`config.mk`:
```
export PLATFORM = sky130hd
export DESIGN_NAME = clk_div_bank_flat
export DESIGN_NICKNAME = d
export VERILOG_FILES = /design/src/rtl/clk_div_bank_if.sv /design/src/rtl/clk_div_bank.sv /design/src/flat_wrapper.sv
export SDC_FILE = /design/constraint.sdc
export NUM_CORES = 1
export LEC_CHECK = 0
export BUFFER_PORTS_ARGS = -buffer_cell sky130_fd_sc_hd__buf_2
export CAP_MARGIN = 5
export CORE_ASPECT_RATIO = 0.8
export CORE_UTILIZATION = 55
export CTS_CLUSTER_SIZE = 8
export DETAILED_ROUTE_END_ITERATION = 8
export PLACE_DENSITY = 0.83
export SKIP_CTS_REPAIR_TIMING = 1
export SLEW_MARGIN = 20
export SYNTH_ARGS = -nofsm -noshare
export SYNTH_HDL_FRONTEND = slang
export SYNTH_SLANG_ARGS = --single-unit
```
`constraint.sdc`:
```
create_clock -name CLK100MHz -period 14.63 [get_ports CLK100MHz]
set_input_delay 1.463 -clock CLK100MHz [delete_from_list [all_inputs] [get_ports CLK100MHz]]
set_output_delay 1.463 -clock CLK100MHz [all_outputs]
set_load 0.05 [all_outputs]
```
`src/rtl/clk_div_bank_if.sv`:
```
// Configuration port of the clock divider bank: a valid/ready request that carries
// the target channel, the new divisor and the output mode.
interface clk_div_bank_if #(
  parameter int CH_W  = 2,
  parameter int CNT_W = 24
);
  logic             cfg_valid;
  logic             cfg_ready;
  logic [CH_W-1:0]  cfg_ch;
  logic [CNT_W-1:0] cfg_div;
  logic             cfg_mode;

  modport master (output cfg_valid, cfg_ch, cfg_div, cfg_mode, input cfg_ready);
  modport slave  (input cfg_valid, cfg_ch, cfg_div, cfg_mode, output cfg_ready);
endinterface

```
`src/rtl/clk_div_bank.sv`:
```
// Multi-channel clock/tick generator. Each channel divides CLK100MHz by a divisor
// that can be reprogrammed at runtime and swapped in only on a period boundary.
module clk_div_bank #(
  parameter int                      NUM_CH   = 3,
  parameter int                      CNT_W    = 24,
  parameter int                      CH_W     = 2,
  parameter logic [NUM_CH*CNT_W-1:0] DEF_DIVS = {24'd262144, 24'd100000, 24'd2048}
) (
  input  logic              CLK100MHz,
  input  logic              RESETn,
  clk_div_bank_if.slave     cfg,
  input  logic [NUM_CH-1:0] ch_en,
  input  logic              sync_all,
  output logic [NUM_CH-1:0] clk_out,
  output logic [NUM_CH-1:0] tick
);

  logic [CNT_W-1:0]  cnt_q [NUM_CH];
  logic [CNT_W-1:0]  cnt_d [NUM_CH];
  logic [CNT_W-1:0]  div_q [NUM_CH];
  logic [CNT_W-1:0]  div_d [NUM_CH];
  logic [NUM_CH-1:0] mode_q, mode_d;
  logic [NUM_CH-1:0] clk_out_q, clk_out_d;
  logic [NUM_CH-1:0] tick_q, tick_d;
  logic              pend_valid_q, pend_valid_d;
  logic [CH_W-1:0]   pend_ch_q, pend_ch_d;
  logic [CNT_W-1:0]  pend_div_q, pend_div_d;
  logic              pend_mode_q, pend_mode_d;
  logic              cfg_ready_q, cfg_ready_d;
  logic [NUM_CH-1:0] wrap;
  logic [NUM_CH-1:0] apply;

  // A pending request lands on its channel only where a period ends anyway,
  // or right away when the channel is idle or being realigned.
  always_comb begin
    wrap  = '0;
    apply = '0;
    for (int i = 0; i < NUM_CH; i++) begin
      wrap[i]  = (cnt_q[i] == div_q[i] - CNT_W'(1));
      apply[i] = pend_valid_q && (int'(pend_ch_q) == i) &&
                 (sync_all || !ch_en[i] || wrap[i]);
    end
  end

  always_comb begin
    cnt_d        = cnt_q;
    div_d        = div_q;
    mode_d       = mode_q;
    clk_out_d    = clk_out_q;
    tick_d       = tick_q;
    pend_ch_d    = pend_ch_q;
    pend_div_d   = pend_div_q;
    pend_mode_d  = pend_mode_q;
    pend_valid_d = pend_valid_q && !(|apply);

    for (int i = 0; i < NUM_CH; i++) begin
      if (apply[i]) begin
        div_d[i]  = pend_div_q;
        mode_d[i] = pend_mode_q;
      end
      if (!ch_en[i] || sync_all) begin
        cnt_d[i]     = '0;
        tick_d[i]    = 1'b0;
        clk_out_d[i] = 1'b0;
      end else begin
        cnt_d[i]     = wrap[i] ? '0 : cnt_q[i] + CNT_W'(1);
        tick_d[i]    = wrap[i];
        clk_out_d[i] = mode_d[i] ? wrap[i] : (cnt_d[i] >= (div_d[i] >> 1));
      end
    end

    // Requests for channels that do not exist are accepted and dropped.
    if (cfg.cfg_valid && cfg_ready_q && (int'(cfg.cfg_ch) < NUM_CH)) begin
      pend_valid_d = 1'b1;
      pend_ch_d    = cfg.cfg_ch;
      pend_div_d   = (cfg.cfg_div < CNT_W'(2)) ? CNT_W'(2) : cfg.cfg_div;
      pend_mode_d  = cfg.cfg_mode;
    end
    cfg_ready_d = !pend_valid_d;
  end

  always_ff @(posedge CLK100MHz or negedge RESETn) begin
    if (!RESETn) begin
      for (int i = 0; i < NUM_CH; i++) begin
        cnt_q[i] <= '0;
        div_q[i] <= DEF_DIVS[i*CNT_W +: CNT_W];
      end
      mode_q       <= '0;
      clk_out_q    <= '0;
      tick_q       <= '0;
      pend_valid_q <= 1'b0;
      pend_ch_q    <= '0;
      pend_div_q   <= '0;
      pend_mode_q  <= 1'b0;
      cfg_ready_q  <= 1'b1;
    end else begin
      for (int i = 0; i < NUM_CH; i++) begin
        cnt_q[i] <= cnt_d[i];
        div_q[i] <= div_d[i];
      end
      mode_q       <= mode_d;
      clk_out_q    <= clk_out_d;
      tick_q       <= tick_d;
      pend_valid_q <= pend_valid_d;
      pend_ch_q    <= pend_ch_d;
      pend_div_q   <= pend_div_d;
      pend_mode_q  <= pend_mode_d;
      cfg_ready_q  <= cfg_ready_d;
    end
  end

  assign clk_out       = clk_out_q;
  assign tick          = tick_q;
  assign cfg.cfg_ready = cfg_ready_q;

endmodule

```
`src/flat_wrapper.sv`:
```
// flat-port wrapper written by rule: the top's interface ports become plain ports
module clk_div_bank_flat 
#(
  parameter int                      NUM_CH   = 3,
  parameter int                      CNT_W    = 24,
  parameter int                      CH_W     = 2,
  parameter logic [NUM_CH*CNT_W-1:0] DEF_DIVS = {24'd262144, 24'd100000, 24'd2048}
)
  (CLK100MHz, RESETn, ch_en, sync_all, clk_out, tick, cfg_cfg_valid, cfg_cfg_ch, cfg_cfg_div, cfg_cfg_mode, cfg_cfg_ready);
  clk_div_bank_if #(.CH_W(CH_W), .CNT_W(CNT_W)) cfg_i ();
  input  logic CLK100MHz;
  input  logic RESETn;
  input  logic [NUM_CH-1:0] ch_en;
  input  logic sync_all;
  output logic [NUM_CH-1:0] clk_out;
  output logic [NUM_CH-1:0] tick;
  input wire logic [$bits(cfg_i.cfg_valid)-1:0] cfg_cfg_valid;
  input wire logic [$bits(cfg_i.cfg_ch)-1:0] cfg_cfg_ch;
  input wire logic [$bits(cfg_i.cfg_div)-1:0] cfg_cfg_div;
  input wire logic [$bits(cfg_i.cfg_mode)-1:0] cfg_cfg_mode;
  output wire logic [$bits(cfg_i.cfg_ready)-1:0] cfg_cfg_ready;
  assign cfg_i.cfg_valid = cfg_cfg_valid;
  assign cfg_i.cfg_ch = cfg_cfg_ch;
  assign cfg_i.cfg_div = cfg_cfg_div;
  assign cfg_i.cfg_mode = cfg_cfg_mode;
  assign cfg_cfg_ready = cfg_i.cfg_ready;
  clk_div_bank #(.NUM_CH(NUM_CH), .CNT_W(CNT_W), .CH_W(CH_W), .DEF_DIVS(DEF_DIVS)) u_core (.CLK100MHz(CLK100MHz), .RESETn(RESETn), .cfg(cfg_i), .ch_en(ch_en), .sync_all(sync_all), .clk_out(clk_out), .tick(tick));
endmodule
```
# Word level (Yosys, flattened, before mapping)
# Cells that the tools add are included.
# classes
addsub	6
order_cmp	5
eq_ne	5
muxes	23
n_reduce_logical	22
# op_table
cell	n
$mux W24	10
$add A24 B1 Y24 const B	3
$eq A24 B24 Y1	3
$ge A24 B23 Y1	3
$sub A24 B1 Y24 const B	3
$lt A24 B2 Y1 const B	1
$mux W1	13
$logic_and A1 B1 Y1	9
$logic_or A1 B1 Y1	6
$logic_not A1 Y1	5
$eq A2 B2 Y1 const B	2
$reduce_or A3 Y1	1
$logic_not A2 Y1	1
$lt A2 B2 Y1 const B	1
# word_totals
regBits	182
in_bits	34
out_inout_bits	7

# Longest topological paths before layout
# Gate-level depths: netlist of run 1.
# depth
depth_word	9
depth_mapped	25
depth_no_buf	23

# Worst setup path before layout of run 1
# Ideal clock, no wire load.
# synth_timing
path_kind	register to register
start	register u_core.div_q[48] (netlist name)
end	register u_core.clk_out_q[0], in the netlist u_core.clk_out[0]
setup_time_ns	0.138
arrival_ns	4.865
slack_ns	9.627
path_stages_with_launch	24
path_buffers	2
period_less_slack_ns	5.003
path_cell_list	dfrtp_1 -> inv_1 -> ha_1 -> nor4b_2 -> nand3_1 -> or3_1 -> or4b_2 -> nand3_1 -> and4_1 -> a31o_4 -> and2_1 -> buf_4 -> buf_6 -> mux2i_1 -> ha_1 -> a21oi_1 -> nor2_1 -> a2111oi_0 -> o21ai_0 -> o2111ai_1 -> a31o_2 -> o211ai_1 -> a211oi_1 -> a211oi_1
# synth_between
elab_chain_cells	8
# synth_lines
item	line_no	text
from (decl)	clk_div_bank.sv:20	logic [CNT_W-1:0] div_q [NUM_CH];
from (signal, indexed assignment)	clk_div_bank.sv:86	div_q[i] <= DEF_DIVS[i*CNT_W +: CNT_W];
from (signal, indexed assignment)	clk_div_bank.sv:99	div_q[i] <= div_d[i];
$sub A24 B1 Y24 (*)	clk_div_bank.sv:39	wrap[i] = (cnt_q[i] == div_q[i] - CNT_W'(1));
$eq A24 B24 Y1 (*)	clk_div_bank.sv:39	
$logic_or A1 B1 Y1	clk_div_bank.sv:41	(sync_all || !ch_en[i] || wrap[i]);
$logic_and A1 B1 Y1	clk_div_bank.sv:40	apply[i] = pend_valid_q && (int'(pend_ch_q) == i) &&
$mux W24	clk_div_bank.sv:57	if (apply[i]) begin
$ge A24 B23 Y1	clk_div_bank.sv:68	clk_out_d[i] = mode_d[i] ? wrap[i] : (cnt_d[i] >= (div_d[i] >> 1));
$mux W1 (*)	clk_div_bank.sv:68	
$mux W1 (*)	clk_div_bank.sv:61	if (!ch_en[i] || sync_all) begin
net u_core.clk_out_d[0]	clk_div_bank.sv:23	logic [NUM_CH-1:0] clk_out_q, clk_out_d;
to (signal assigned)	clk_div_bank.sv:102	clk_out_q <= clk_out_d;
to (decl)	clk_div_bank.sv:23	
# The timed path passes the listed nets; every way through them passes the cells marked *.
# A chain may end at the register's enable or synchronous reset.

==> summary.txt, run 1 <==
Outcome
  • Status: finished, final reports clean

Synthesis
  • Syn_area_per_cell: about 9 µm²
  • Syn_nets: roughly 1,500
  • Synth Instances: about 1,400
  • Post-synth EDFFs: 0
  • #FFs+latches synth: 182
  • Ys async rst share: 1.00
  • Netlist cell types: 73
  • Share of the yosys chip area belonging to registers: 0.377
  • Synth top area cells: dfrtp_1 36%, ha_1 7.7%, mux2i_1 5.9%
  • Synth area leader: dfrtp_1
  • Primary FF master, synth: dfrtp_1
  • Synthesized area: between 10,000 and 15,000 µm²
  • Top-area cell type share of the netlist area: 0.357
  • Ys Warns: 0

STA
  • Slew headroom: 0.340
  • Setup WS post-layout: ~8 ns
  • Final hold slack: roughly 0.52 ns
  • FMAX: 152 MHz
  • Tmin final: 6.59 ns
  • RSZ-0062 raised after global routing: false
  • Final setup vio count: 0
  • Aggregate negative setup slack: 0 ns
  • Worst Clk Skew: between 0.009 and 0.01 ns
  • Fin. max-slew vios: 0
  • Final Cycle Share: 0.450
  • Fin. Hold Viols: 0
  • Worst Tran Pin Value: approximately 0.99 ns

Global routing
  • First-pass GRT wire length: 52,900 µm
  • Grt ovf: 0
  • Vias in the first global route: 9,758
  • GR Util All Layers: 0.303
  • Pin count of the biggest net entering global routing: around 100
  • Antenna violations before repair: 0

Routing
  • ANT nets after route: 0
  • Drt pass-1 iters: 6
  • Via density: a little over 6
  • Routed WL per cell: around 20 µm
  • Drt drc: 0
  • Via count: 10,100
  • Drt first-iter violations: about 1,100
  • Final wirelength: 32,800 µm

Critical path
  • Crit. End Element: register
  • Max Fanout on Critical Path: 12
  • CP Class: register to register
  • CP endpoint: u_core.clk_out[2]
  • Data arrival, critical path: about 6.9 ns
  • Flop-to-flop setup slack: 8.04 ns
  • Worst R2R End: u_core.clk_out[2]
  • FF-to-FF path depth: 18
  • Crit. Startpoint: u_core.div_q[2]
  • CP Cell Sequence: nor3_1 > and3_1 > a21oi_1 > nor4_1 > nand4b_1 > or4_1 > a21oi_4 > o21ai_0 > ha_1 > nand2b_1 > a21o_1 > a21o_1 > a2111oi_0 > o221ai_1 > nand4_1 > a31oi_1 > o41ai_1 > a21oi_1
  • CP max stage delay: around 0.84 ns
  • Reg2Reg Launch Point: u_core.div_q[2]
  • Required time worst endpoint: about 15 ns
  • CP Launch Type: register
  • Max stage delay cell, worst path: a2111oi_0

Floorplan
  • Die width: between 150 and 200 µm
  • FP Rows: 48
  • Initial Util: 0.562
  • Die ar.: approximately 23,000 µm²
  • Die height: roughly 130 µm
  • CORE AREA: between 20,000 and 25,000 µm²
  • I/O pin count: a little over 40

Placement
  • Port Buffers: 40
  • Pre-CTS WS: approximately 8.4 ns
  • Placer congestion estimate: 0.975
  • Placed wire-length estimate: around 25,000 µm
  • Placed instance count: between 1,500 and 2,000

Clock tree
  • CTS root buf: clkbuf_16
  • Worst skew pair latency: 0.44 ns
  • Clock Pin Slew Worst Setup and Hold Paths: approximately 0.070 ns
  • H-Tree Depth: 4
  • Max clock buf depth: 2
  • Total CTS buffers: 17
  • CTS tree: yes
  • Clock sinks: approximately 180

Power and ir drop
  • PD cells: ~170 nW/µm²
  • Worst vdd ir: approximately 0.00011 V
  • Leak: between 0.006 and 0.007 µW

Finish
  • Multi-input logic area: around 7000 µm²
  • # fillers: 1,838
  • Sequential Area: between 4000 and 5000 µm²
  • Antenna fix cells: 0
  • Area delta synth->final: 7.82%
  • Fraction of layout cells with a size suffix above 1: 0.0909
  • Non-filler instance count after layout: 1,661
  • Post-Route Utilization: 0.606
  • Final net count: 1,482

Flow run
  • Max Cap Viol: 0

Hold path
  • Hold Crit Class: register to register
## worst min path at each step
stage                                start               end  slack [ns]  cells after the start
after CTS                 u_core.mode_q[2]  u_core.mode_q[2]        0.52                      1
after global placement    u_core.mode_q[2]  u_core.mode_q[2]        0.50                      1
after floorplan           u_core.mode_q[1]  u_core.mode_q[1]        0.47                      2
after global routing      u_core.mode_q[2]  u_core.mode_q[2]        0.56                      1
after detailed placement  u_core.mode_q[2]  u_core.mode_q[2]        0.51                      1
final                     u_core.mode_q[2]  u_core.mode_q[2]        0.52                      1
## cell usage after synthesis (all sizes together), types with 14 or more instances
master / number
nor2: 180
dfrtp: 173
nand2: 135
inv: 91
xor2: 77
ha: 75
xnor2: 75
mux2i: 72
nor3: 49
nand3: 42
a21oi: 32
and3: 29
o21ai: 29
clkbuf: 27
nand4: 25
nor4: 23
buf: 21
nand2b: 14
## cells in the final DEF (no fill, tap or decap), types with 7 or more instances in the layout
master     count
nor2_1       180
dfrtp_1      173
nand2_1      135
inv_1         84
xor2_1        77
xnor2_1       75
ha_1          75
mux2i_1       72
nor3_1        48
nand3_1       42
buf_2         39
and3_1        29
a21oi_1       29
o21ai_0       28
nand4_1       25
nor4_1        22
clkbuf_16     17
nand2b_1      14
a21o_1        13
nor2b_1       12
or4_1         11
nand3b_1      10
a211oi_1      10
dfstp_2        9
o31ai_1        8
or3_1          7
mux2_2         7
nor3b_1        7
o211ai_1       7
inv_2          7
a2111oi_0      7
buf_4          7
## area by class of cell
cell class,instances,area share
multi-input combinational,1033,0.534
sequential,182,0.350
clock buffer,17,0.0326
tap,275,0.0263
inverter,91,0.0261
timing repair buffer,48,0.0209
clock inverter,15,0.0107
## sequential cells by signal, summed over array words and instances (netlist names)
name and flops:
u_core.pend_div_q 24, u_core.pend_mode_q 1, u_core.clk_out 3, u_core.cfg.cfg_ready 1, u_core.pend_ch_q 2, u_core.tick 3, u_core.cnt_q 72, u_core.pend_valid_q 1
u_core.div_q 72, u_core.mode_q 3
## metrics by stage
step	area [µm²]	power, µW
detailed placement	12500	1740
CTS	13100	2200
global route	13100	2360
finish	13100	2220
global placement	12500	1710
floorplan	12100	1480
## metal layers
metal  vias up  GRT usage  part of all wire
li1       4719          -                 -
met1      4940      0.433              0.45
met2       410      0.467              0.44
met3        75     0.0460             0.072
met4         0      0.116             0.032
met5         -          0                 0
## cells by family after synthesis
| logic type | Yosys count | share of synthesized area |
|---|---|---|
| compound gates | 151 | 0.0870 |
| xor+xnor | 152 | 0.110 |
| fa+ha+maj | 75 | 0.0775 |
| buf+inv | 139 | 0.0499 |
| flops | 182 | 0.377 |
| mux | 79 | 0.0660 |
| simple gates | 576 | 0.233 |
## where the power goes
group | switching (µW) | leakage, µW | total, µW | internal, µW
Clock | 225 | 0.000273 | 450 | 225
Combinational | 515 | 0.00372 | 885 | 370
Sequential | 247 | 0.00237 | 888 | 642
Total | 987 | 0.00637 | 2220 | 1240
## worst max-delay path: cells and delay by family (launching register included)
family,cells,cell delay [ns]
AO/OA/AOI/OAI,10,2.85
AND/OR/NAND/NOR,7,2.81
flip-flops,1,0.46
adder cells (fa/ha/maj),1,0.31
No activity file was read; power rests on OpenSTA's default activity.
==> run 2: changes to the inputs <==
- clock period: 14.63 -> 6.35 ns (I/O delays scaled with it)
==> run 2 against run 1 <==
  * Critical endpoint unchanged
  * Count of clock-buffer cells in the layout grew 1
  * Flip-flop and latch count is the same
  * Hold slack lost 0.23 ns
  * Die area is the same
==> summary.txt, run 2 (synthesized netlist as in run 1, its figures left out) <==
Floorplan
  • Die ar.: 22,600 µm² (unchanged)
  • CORE AREA: 21,600 µm² (unchanged)
  • I/O pin count: 41 (unchanged)
  • FP Rows: 48 (unchanged)
  • Initial Util: 0.562 (unchanged)
  • Die height: 135 µm (unchanged)
  • Die width: 168 µm (unchanged)

Critical path
  • CP Cell Sequence: nor4_1 > nand4b_1 > o31a_1 > nand4b_1 > or4_1 > a21oi_4 > o21ai_0 > ha_1 > nand2b_1 > a21o_1 > a21o_1 > a2111oi_0 > o221ai_1 > nand4_1 > a31oi_1 > o41ai_1 > a21oi_1
  • WP buf/inv: 0 (unchanged)
  • Required time worst endpoint: 6.67 ns (-8.25 ns)
  • CP Class: register to register
  • Max Fanout on Critical Path: 13 (+1)
  • CP Launch Type: register
  • Crit. End Element: register
  • Max stage delay cell, worst path: or4_1
  • Top delay family on crit path: compound AO/OA/AOI/OAI gates
  • CP max stage delay: 0.78 ns (-0.06 ns)
  • Data arrival, critical path: 6.31 ns (-0.57 ns)

Clock tree
  • CTS root buf: clkbuf_16
  • H-Tree Depth: 4 (unchanged)
  • Max clock buf depth: 2 (unchanged)
  • CTS tree: yes
  • Clock sinks: 182 (unchanged)
  • Clock Pin Slew Worst Setup and Hold Paths: 0.09 ns (+0.02 ns)
  • Total CTS buffers: 17 (unchanged)
  • Worst skew pair latency: 0.46 ns (+0.02 ns)

Power and ir drop
  • Worst vdd ir: 0.000226 V (+110%)
  • Leak: 0.00641 µW (+0.76%)
  • PD cells: 397 nW/µm² (+130%)

Routing
  • Drt first-iter violations: 1,063 (-1.4%)
  • Drt pass-1 iters: 5 (-1)
  • ANT nets after route: 0 (unchanged)
  • Via count: 10,200 (+0.60%)
  • Final wirelength: 33,500 µm (+2.3%)
  • Via density: 6.12 (+0.18%)
  • Routed WL per cell: 20.1 µm (+1.9%)
  • Drt drc: 0 (unchanged)

Finish
  • Antenna fix cells: 0 (unchanged)
  • Area delta synth->final: 8.46%
  • Commonest non-fill, non-tap cell in the layout: nor2_1
  • Largest regs: u_core.cnt_q (72), u_core.div_q (72), u_core.pend_div_q (24)
  • Final net count: 1,489 (+0.47%)
  • Fraction of layout cells with a size suffix above 1: 0.0962 (+0.00529)
  • Most frequent cells in the layout: 180 x nor2_1, 173 x dfrtp_1, 135 x nand2_1
  • Final instance area: 13,100 µm² (+0.59%)

Global routing
  • Antenna violations before repair: 0 (unchanged)
  • Vias in the first global route: 9,643 (-1.2%)
  • Pin count of the biggest net entering global routing: 114 (+9.6%)
  • First-pass GRT wire length: 53,000 µm (+0.14%)
  • Grt ovf: 0 (unchanged)
  • GR Util All Layers: 0.306 (+0.00299)

STA
  • Aggregate negative setup slack: 0 ns (unchanged)
  • Worst Clk Skew: 0.0186 ns (+0.00871 ns)
  • Fin. Hold Viols: 0 (unchanged)
  • Final Cycle Share: 0.944 (+0.493)
  • Worst Tran Pin Value: 1.00 ns (+0.0117 ns)
  • RSZ-0062 raised after global routing: false
  • Slew headroom: 0.327 (-0.0128)
  • Final setup vio count: 0 (unchanged)
  • Fin. max-slew vios: 0 (unchanged)
  • FMAX: 167 MHz (+10%)
  • Tmin final: 5.99 ns (-0.596 ns)

Flow run
  • Max Cap Viol: 0 (unchanged)

Outcome
  • Status: finished, final reports clean

Hold path
  • Hold Crit Class: input port to async pin

Placement
  • Post-Place Cell Area: 12,500 µm² (+0.42%)
  • Placed wire-length estimate: 25,200 µm (+0.65%)
  • Placer congestion estimate: 0.965 (-1.0%)
  • Port Buffers: 40 (unchanged)
run 2: cell types whose count changed in the layout (fill, tap and decap cells not counted), sizes merged:
cell	previous run	this run
clkinv	7	2
buf	47	54
clkbuf	18	19
inv	97	101
run 2: final timing paths:
path | start | endpoint | slack (ns) | cells after the start
max | u_core.div_q[2] | u_core.clk_out[2] | 0.36 | 17
min | RESETn | u_core.cnt_q[9] | 0.29 | 1
max reg2reg | u_core.div_q[2] | u_core.clk_out[2] | 0.36 | 17
min reg2reg | u_core.mode_q[2] | u_core.mode_q[2] | 0.54 | 1
max in group asynchronous | RESETn | u_core.pend_div_q[8] | 4.65 | 2
min in group CLK100MHz | cfg_cfg_mode | u_core.pend_mode_q | 0.37 | 3
run 2: metrics by stage:
stage | setup slack [ns] | cells | power [µW] | util | hold WS, ns
3_5_place_dp | 0.436 | 1636 | 4050 | 0.582 | 0.535
5_1_grt | 0.0566 | 1668 | 5500 | 0.609 | 0.375
4_1_cts | 0.333 | 1668 | 5160 | 0.609 | 0.360
3_3_place_gp | 0.677 | 1636 | 3990 | 0.582 | 0.501
2_1_floorplan | 1.35 | 1354 | 3410 | - | 0.339
6_report | 0.357 | 1668 | 5220 | 0.609 | 0.293
run 2: worst register-to-register path: cells and delay by family (launching register included):
kind / cells / cell delay, ns
simple gates: 6 / 2.31
fa+ha+maj: 1 / 0.33
flops: 1 / 0.46
compound gates: 10 / 2.75
run 2: cell type report:
cell class              instances  area, µm²
clock buffers                  18        439
clock inverters                14        150
fillers                      1783       8420
inverters                      91        342
multi-input cells            1033       6980
flip-flops and latches        182       4570
well taps                     275        344
repair buffers                 55        322
run 2: where the power goes:
group	total [µW]	leakage, µW	switching, µW	internal (µW)
logic	2070	0.00375	1200	873
clock network	1090	0.000285	546	539
registers	2060	0.00237	585	1480
total	5220	0.00641	2330	2890
run 2: routing by layer:
layer  wire length (µm)  vias to the layer above  GRT usage
met2              14400                      507      0.457
met3               3140                       85     0.0630
met5                  0                        -          0
met1              14800                     4870      0.436
li1                   -                     4743          -
met4               1100                        0      0.123
